**src/rtl/im_pkg.sv**
```systemverilog
// Shared types and constants for the instruction memory: boot image,
// alignment width and the output-hold state encoding.
package im_pkg;

    localparam int unsigned IM_ALIGN_BITS = 2;
    localparam int unsigned IM_BOOT_WORDS = 16;
    localparam int unsigned IM_BOOT_W     = 32;

    typedef enum logic {
        HOLD_EMPTY = 1'b0,
        HOLD_FULL  = 1'b1
    } hold_state_e;

    localparam logic [IM_BOOT_W-1:0] IM_BOOT [IM_BOOT_WORDS] = '{
        0:       32'hD66A0000,
        1:       32'h98EA0000,
        7:       32'h0000F385,
        default: 32'h00000000
    };

    // Boot word for any memory index; words past the image boot to zero.
    function automatic logic [IM_BOOT_W-1:0] im_boot_word(input int unsigned idx);
        logic [IM_BOOT_W-1:0] word;
        word = '0;
        if (idx < IM_BOOT_WORDS) begin
            word = IM_BOOT[4'(idx)];
        end
        return word;
    endfunction

endpackage

```
**src/rtl/im_out_hold.sv**
```systemverilog
// One-entry valid/ready holding register (EMPTY/FULL). Lets the consumer
// stall without losing the held word; updates on the falling clock edge.
module im_out_hold
    import im_pkg::*;
#(
    parameter int unsigned W = 33
) (
    input  logic         clk,
    input  logic         i_rst_n,
    input  logic         i_in_valid,
    output logic         o_in_ready_c,
    input  logic [W-1:0] i_in_data,
    output logic         o_out_valid,
    input  logic         i_out_ready,
    output logic [W-1:0] o_out_data
);

    hold_state_e r_state;
    hold_state_e w_state_nxt;
    logic        w_accept;
    logic [W-1:0] r_data;

    assign w_accept = i_in_valid && o_in_ready_c;

    always_ff @(negedge clk) begin
        if (!i_rst_n) begin
            r_state <= HOLD_EMPTY;
        end else begin
            r_state <= w_state_nxt;
        end
    end

    always_comb begin
        w_state_nxt = r_state;
        case (r_state)
            HOLD_EMPTY: if (w_accept) w_state_nxt = HOLD_FULL;
            HOLD_FULL:  if (i_out_ready && !w_accept) w_state_nxt = HOLD_EMPTY;
            default:    w_state_nxt = HOLD_EMPTY;
        endcase
    end

    // Ready never looks at i_in_valid, so no valid->ready combinational loop.
    always_comb begin
        o_out_valid  = 1'b0;
        o_in_ready_c = 1'b1;
        o_out_valid  = (r_state == HOLD_FULL);
        o_in_ready_c = (r_state == HOLD_EMPTY) || i_out_ready;
    end

    always_ff @(negedge clk) begin
        if (!i_rst_n) begin
            r_data <= '0;
        end else if (w_accept) begin
            r_data <= i_in_data;
        end
    end

    assign o_out_data = r_data;

endmodule

```
**src/rtl/im_mem_fetch.sv**
```systemverilog
// Instruction memory with a registered valid/ready fetch port and an
// auto-incrementing program-load port; contents reboot to IM_BOOT on reset.
module im_mem_fetch
    import im_pkg::*;
#(
    parameter int unsigned DATA_W = 32,
    parameter int unsigned DEPTH  = 16,
    parameter int unsigned AW     = $clog2(DEPTH)
) (
    input  logic              clk,
    input  logic              reset,
    input  logic              req_valid,
    output logic              req_ready,
    input  logic [31:0]       pc,
    output logic              resp_valid,
    input  logic              resp_ready,
    output logic [DATA_W-1:0] IR,
    output logic              resp_err,
    input  logic              load_start,
    input  logic [AW-1:0]     load_addr,
    input  logic              load_valid,
    input  logic [DATA_W-1:0] load_data,
    output logic [AW-1:0]     load_ptr
);

    localparam int unsigned HOLD_W = DATA_W + 1;

    logic [DATA_W-1:0] r_mem [DEPTH];
    logic [AW-1:0]     r_load_ptr;

    logic [AW-1:0]     w_idx;
    logic [AW-1:0]     w_wr_idx;
    logic              w_err;
    logic [DATA_W-1:0] w_rd_word;
    logic [DATA_W-1:0] w_fetch_word;
    logic [HOLD_W-1:0] w_hold_out;

    assign w_idx    = pc[AW+IM_ALIGN_BITS-1:IM_ALIGN_BITS];
    assign w_err    = (pc[IM_ALIGN_BITS-1:0] != '0) ||
                      ((pc >> (AW + IM_ALIGN_BITS)) != 32'd0);
    assign w_wr_idx = load_start ? load_addr : r_load_ptr;

    // Write-first: a same-edge load to the fetched word bypasses the array.
    assign w_rd_word    = (load_valid && (w_wr_idx == w_idx)) ? load_data : r_mem[w_idx];
    assign w_fetch_word = w_err ? '0 : w_rd_word;

    always_ff @(negedge clk) begin
        if (!reset) begin
            for (int unsigned i = 0; i < DEPTH; i++) begin
                r_mem[i] <= DATA_W'(im_boot_word(i));
            end
        end else if (load_valid) begin
            r_mem[w_wr_idx] <= load_data;
        end
    end

    // Pointer wraps naturally at DEPTH since DEPTH is a power of two.
    always_ff @(negedge clk) begin
        if (!reset) begin
            r_load_ptr <= '0;
        end else if (load_start) begin
            r_load_ptr <= load_valid ? AW'(load_addr + AW'(1)) : load_addr;
        end else if (load_valid) begin
            r_load_ptr <= AW'(r_load_ptr + AW'(1));
        end
    end

    assign load_ptr = r_load_ptr;

    im_out_hold #(
        .W (HOLD_W)
    ) u_out_hold (
        .clk          (clk),
        .i_rst_n      (reset),
        .i_in_valid   (req_valid),
        .o_in_ready_c (req_ready),
        .i_in_data    ({w_err, w_fetch_word}),
        .o_out_valid  (resp_valid),
        .i_out_ready  (resp_ready),
        .o_out_data   (w_hold_out)
    );

    assign resp_err = w_hold_out[HOLD_W-1];
    assign IR       = w_hold_out[DATA_W-1:0];

endmodule

```
**config.mk**
```make
export PLATFORM = sky130hd
export DESIGN_NAME = im_mem_fetch
export DESIGN_NICKNAME = d
export VERILOG_FILES = /design/src/rtl/im_pkg.sv /design/src/rtl/im_out_hold.sv /design/src/rtl/im_mem_fetch.sv
export SDC_FILE = /design/constraint.sdc
export NUM_CORES = 1
export LEC_CHECK = 0
export ABC_CLOCK_PERIOD_IN_PS = 4150
export BUFFER_PORTS_ARGS = -buffer_cell sky130_fd_sc_hd__buf_2
export CAP_MARGIN = 20
export CORE_ASPECT_RATIO = 1.5
export CORE_MARGIN = 2
export CORE_UTILIZATION = 56
export CTS_CLUSTER_DIAMETER = 100
export CTS_CLUSTER_SIZE = 25
export DETAILED_ROUTE_END_ITERATION = 16
export PLACE_DENSITY = 0.77
export SYNTH_ARGS = -nofsm -noshare
export SYNTH_HDL_FRONTEND = slang
export SYNTH_HIERARCHICAL = 1
export SYNTH_SLANG_ARGS = --single-unit
export TNS_END_PERCENT = 5
```
**constraint.sdc**
```tcl
create_clock -name clk -period 4.15 [get_ports clk]
set_clock_uncertainty 0.05 [all_clocks]
set_input_delay 0.415 -clock clk [delete_from_list [all_inputs] [get_ports clk]]
set_output_delay 0.415 -clock clk [all_outputs]
set_load 0.01 [all_outputs]
```
After elaboration in Yosys (flattened, before gate mapping). Memory sizes are Yosys's and may differ from the RTL's. Cells that the tools add are included. Widths: inputs -> output; s select.

Flip-flop bits (word level): 38. RAM bits: 512. Output and inout port bits: 39. Memories: 1.

Memories: r_mem (words 16, bits a word 32, read ports 1, clocked after Yosys merged registers in 0, write ports 16, line im_mem_fetch.sv:28) `logic [DATA_W-1:0] r_mem [DEPTH];`.

Add/sub/neg operators: 2. Eq/ne operators: 1. Multiplexer cells: 20. Bitwise operators: 1. Reductions and logical operators: 10.

Operators by type and width (number): $mux 32 (7); $reduce_bool 32->1 (1); $reduce_or 32->1 (1); $mux 4 (5); $add 4x1->4 const B (2); $mux 1 (7); $eq 4x4->1 (1); $reduce_bool 2->1 (2); $logic_and 1x1->1 (3); $logic_or 1x1->1 (2); $pmux 1 s2 (1); $logic_not 1->1 (1); $not 1->1 (1).

Logic depth before layout (Yosys ltp).
Depth in word-level cells: 7. Gate-level depth with buffers: 9. Gate-level depth less buffers: 7.

Hierarchy. Netlist, hierarchy kept.

Modules (own cells, without submodules): im_mem_fetch (times used 1, cells each 1554, area an instance 23857.9 um^2); im_out_hold (times used 1, cells each 149, area an instance 1397.6 um^2).

==> flow_summary.ini <==
[outcome]
status = finished, final reports clean

[detailed_routing]
wl_per_cell_um = 23.1
ant_nets = 0
drc = 0
firstDrtPassIters = 6
num_vias = 17334
routed_wl_mm = 69.0
routed_via_density = 5.80
drtIter0Drc = 1875

[clock_network]
cts.clk_slew.worst_paths_ps = 40
cts_buffers = 25
cts.path.max_buffers = 3
cts_setup_buffers = 0
cts_tree = done
clk_latency_ps = 670
root_buffer = clkbuf_16
postCtsResizedCells = 0
cts_max_level = 1
ctsHoldBuffers = 0
cts_sinks = 550

[logic_synthesis]
synthDistinctLibCells = 43
ys_ff_latch = 550
syn_inst = 1703
avgSynthCellArea_um2 = 14.8
seq_area_frac_synth = 0.639
synth_area_um2 = 25300
yosysWarningCount = 6
synth_fp_nets = 1779

[power_and_ir_drop]
leakage_nw = 13.5
ir_drop_v = 0.000305
p_per_area_nw_per_um2 = 398

[setup_path]
cp.arrival_ps = 2330
reg2reg_setup_slack_ps = 2050
worstSetupEndpointType = register
crit_type = in2reg
reg2regPathDepth = 9
start_kind = primary input
r2r_start = load_ptr[2]
timing.critical_path.buf_inv = 4
r2r-end = u_out_hold/o_out_data[7]
path_delay_family = buffers and inverters
cp_slowest_cell = nor4_4
crit_required_ps = 2580
cp_slowest_stage_delay_ps = 330
cp_max_fo = 14
crit_path_cell_trace = buf_2, buf_4, mux2i_1, xnor2_1, nor4_4, buf_12, buf_12, nand2_1, a21oi_2, nand2_1, mux2i_1

[placement]
dp_hpwl_mm = 43.3
postPlaceCellArea_um2 = 28300
finalWeightedCongestion = 0.865
port_buffers = 112

[die]
fp.dieArea_um2 = 46800
ios = 113
die_w_um = 177
start_util = 0.565
core_area_um2 = 44700
rows = 95
die_h_um = 264

[cells_and_area]
nets = 2480
stdcell_area_um2 = 31000
area_growth_pct = 22.8
n_fill_cell = 2941
post-route-util = 0.694
drive_above_1_share = 0.213

[hold_path]
worstHoldStart = u_out_hold/o_out_data[21]
holdPathStages = 2
min_to = u_out_hold/o_out_data[21]
hold_path.class = reg2reg

[global_routing]
grt_max_degree = 61
antenna_found_initial = 5
grt_pass1_vias = 18931
track_usage = 0.295
overflow = 0
grt_pass1_wl_mm = 102

[timing]
tns_ps = 0
rsz0062_at_grt = no
relSlewSlack = 0.702
fin_hold_ws_ps = 414
hold_viol = 0
slew_violations = 0
finalSetupViolCount = 0
worstMarginPinSlew_ps = 447

[flow_run]
cap_violations = 0
-- stage by stage --
step,instances,setup WS [ps],total power [W]
3_5_place_dp,2411,-365,0.00831
6_report,2987,252,0.0123
2_1_floorplan,1703,-224,0.00780
5_1_grt,2986,188,0.0130
4_1_cts,2985,282,0.0124
3_3_place_gp,2411,-371,0.00827
-- worst min-delay path, cell delays in order (launching register included) --
cell	delay, ps
dfxtp_1	290
nand2_1	60
mux2i_1	60
-- metal layers --
metal / global-route usage / vias to the layer above / part of all wire
li1: - / 7613 / -
met4: 0.164 / 0 / 0.044
met3: 0.0689 / 195 / 0.082
met1: 0.320 / 8542 / 0.33
met5: 0 / - / 0
met2: 0.525 / 984 / 0.54
-- area by class of cell --
type                    count  area, µm²  area share
flip-flops and latches    550      16100       0.520
diodes                      2       5.00    0.000161
repair buffers            278       2760      0.0891
clock inverters           551       2070      0.0668
clock buffers              25        626      0.0202
inverters                   3       11.3    0.000363
multi-input cells         996       8680       0.280
well taps                 582        728      0.0235
-- how the worst max path moves through the flow --
stage / from / cells past startpoint / slack, ps / endpoint
floorplan: load_start / 6 / -220 / r_mem[4][0]
global placement: pc[2] / 9 / -370 / u_out_hold/o_out_data[11]
detailed placement: load_start / 11 / -360 / u_out_hold/o_out_data[23]
CTS: load_start / 11 / 280 / u_out_hold/o_out_data[17]
global route: load_start / 11 / 190 / u_out_hold/o_out_data[17]
finish: load_start / 11 / 250 / u_out_hold/o_out_data[7]
-- power by group --
part,total (W),internal [W],switching (W)
combinational,0.00110,0.000482,0.000621
sequential,0.00635,0.00628,0.0000634
clock,0.00490,0.00178,0.00312
-- synthesized netlist by cell type (all sizes together) --
library cell / number / share of area
ha: 2 / 0.00099
nand2: 108 / 0.016
mux2i: 38 / 0.015
mux4: 128 / 0.11
a31oi: 1 / 0.00025
nand3: 1 / 0.00020
o22a: 2 / 0.00069
a21oi: 34 / 0.011
buf: 30 / 0.0098
mux2: 2 / 0.00089
o21ai: 14 / 0.0028
a2bb2oi: 1 / 0.00035
nor3: 2 / 0.00040
a21boi: 1 / 0.00030
nand2b: 6 / 0.0018
and3: 1 / 0.00025
nor2b: 2 / 0.00050
xnor2: 6 / 0.0021
a21o: 32 / 0.0097
nor4: 8 / 0.0026
nand4: 3 / 0.00074
inv: 5 / 0.00074
or3: 26 / 0.0064
nor2: 20 / 0.0030
nor3b: 1 / 0.00030
and4: 1 / 0.00035
o211a: 2 / 0.00079
clkbuf: 122 / 0.018
o32ai: 1 / 0.00035
edfxtp: 512 / 0.61
dfxtp: 38 / 0.030
a22oi: 64 / 0.019
and2: 489 / 0.12
-- cell usage in the layout (no fill, tap or decap), types with 2 or more instances in the layout --
cell type and count:
a21o_1 29, a21o_2 3, a21oi_1 4, a21oi_2 30, a22oi_1 64, and2_1 488
buf_12 75, buf_2 109, buf_4 92, clkbuf_16 25, dfxtp_1 38, diode_2 2
edfxtp_1 512, ha_1 2, inv_1 553, mux2_2 2, mux2i_1 35, mux2i_4 2
mux4_2 128, nand2_1 106, nand2b_1 3, nand2b_4 3, nand4_1 3, nor2_1 6
nor2_2 13, nor2b_4 2, nor3_2 2, nor4_1 7, o211a_1 2, o21ai_4 14
o22a_1 2, or3_1 26, xnor2_1 6
-- kinds of logic after synthesis --
group,share of synthesized area
compound gates,0.0452
flops,0.639
xor+xnor,0.00208
mux,0.130
simple gates,0.154
fa+ha+maj,0.000991
buf+inv,0.0286
-- sequential cells by signal, summed over array words and instances (netlist names) --
register and count:
load_ptr 4, u_out_hold/o_out_valid 1, r_mem 512, u_out_hold/o_out_data 33
Note: power is estimated with default switching activity, not from simulation.
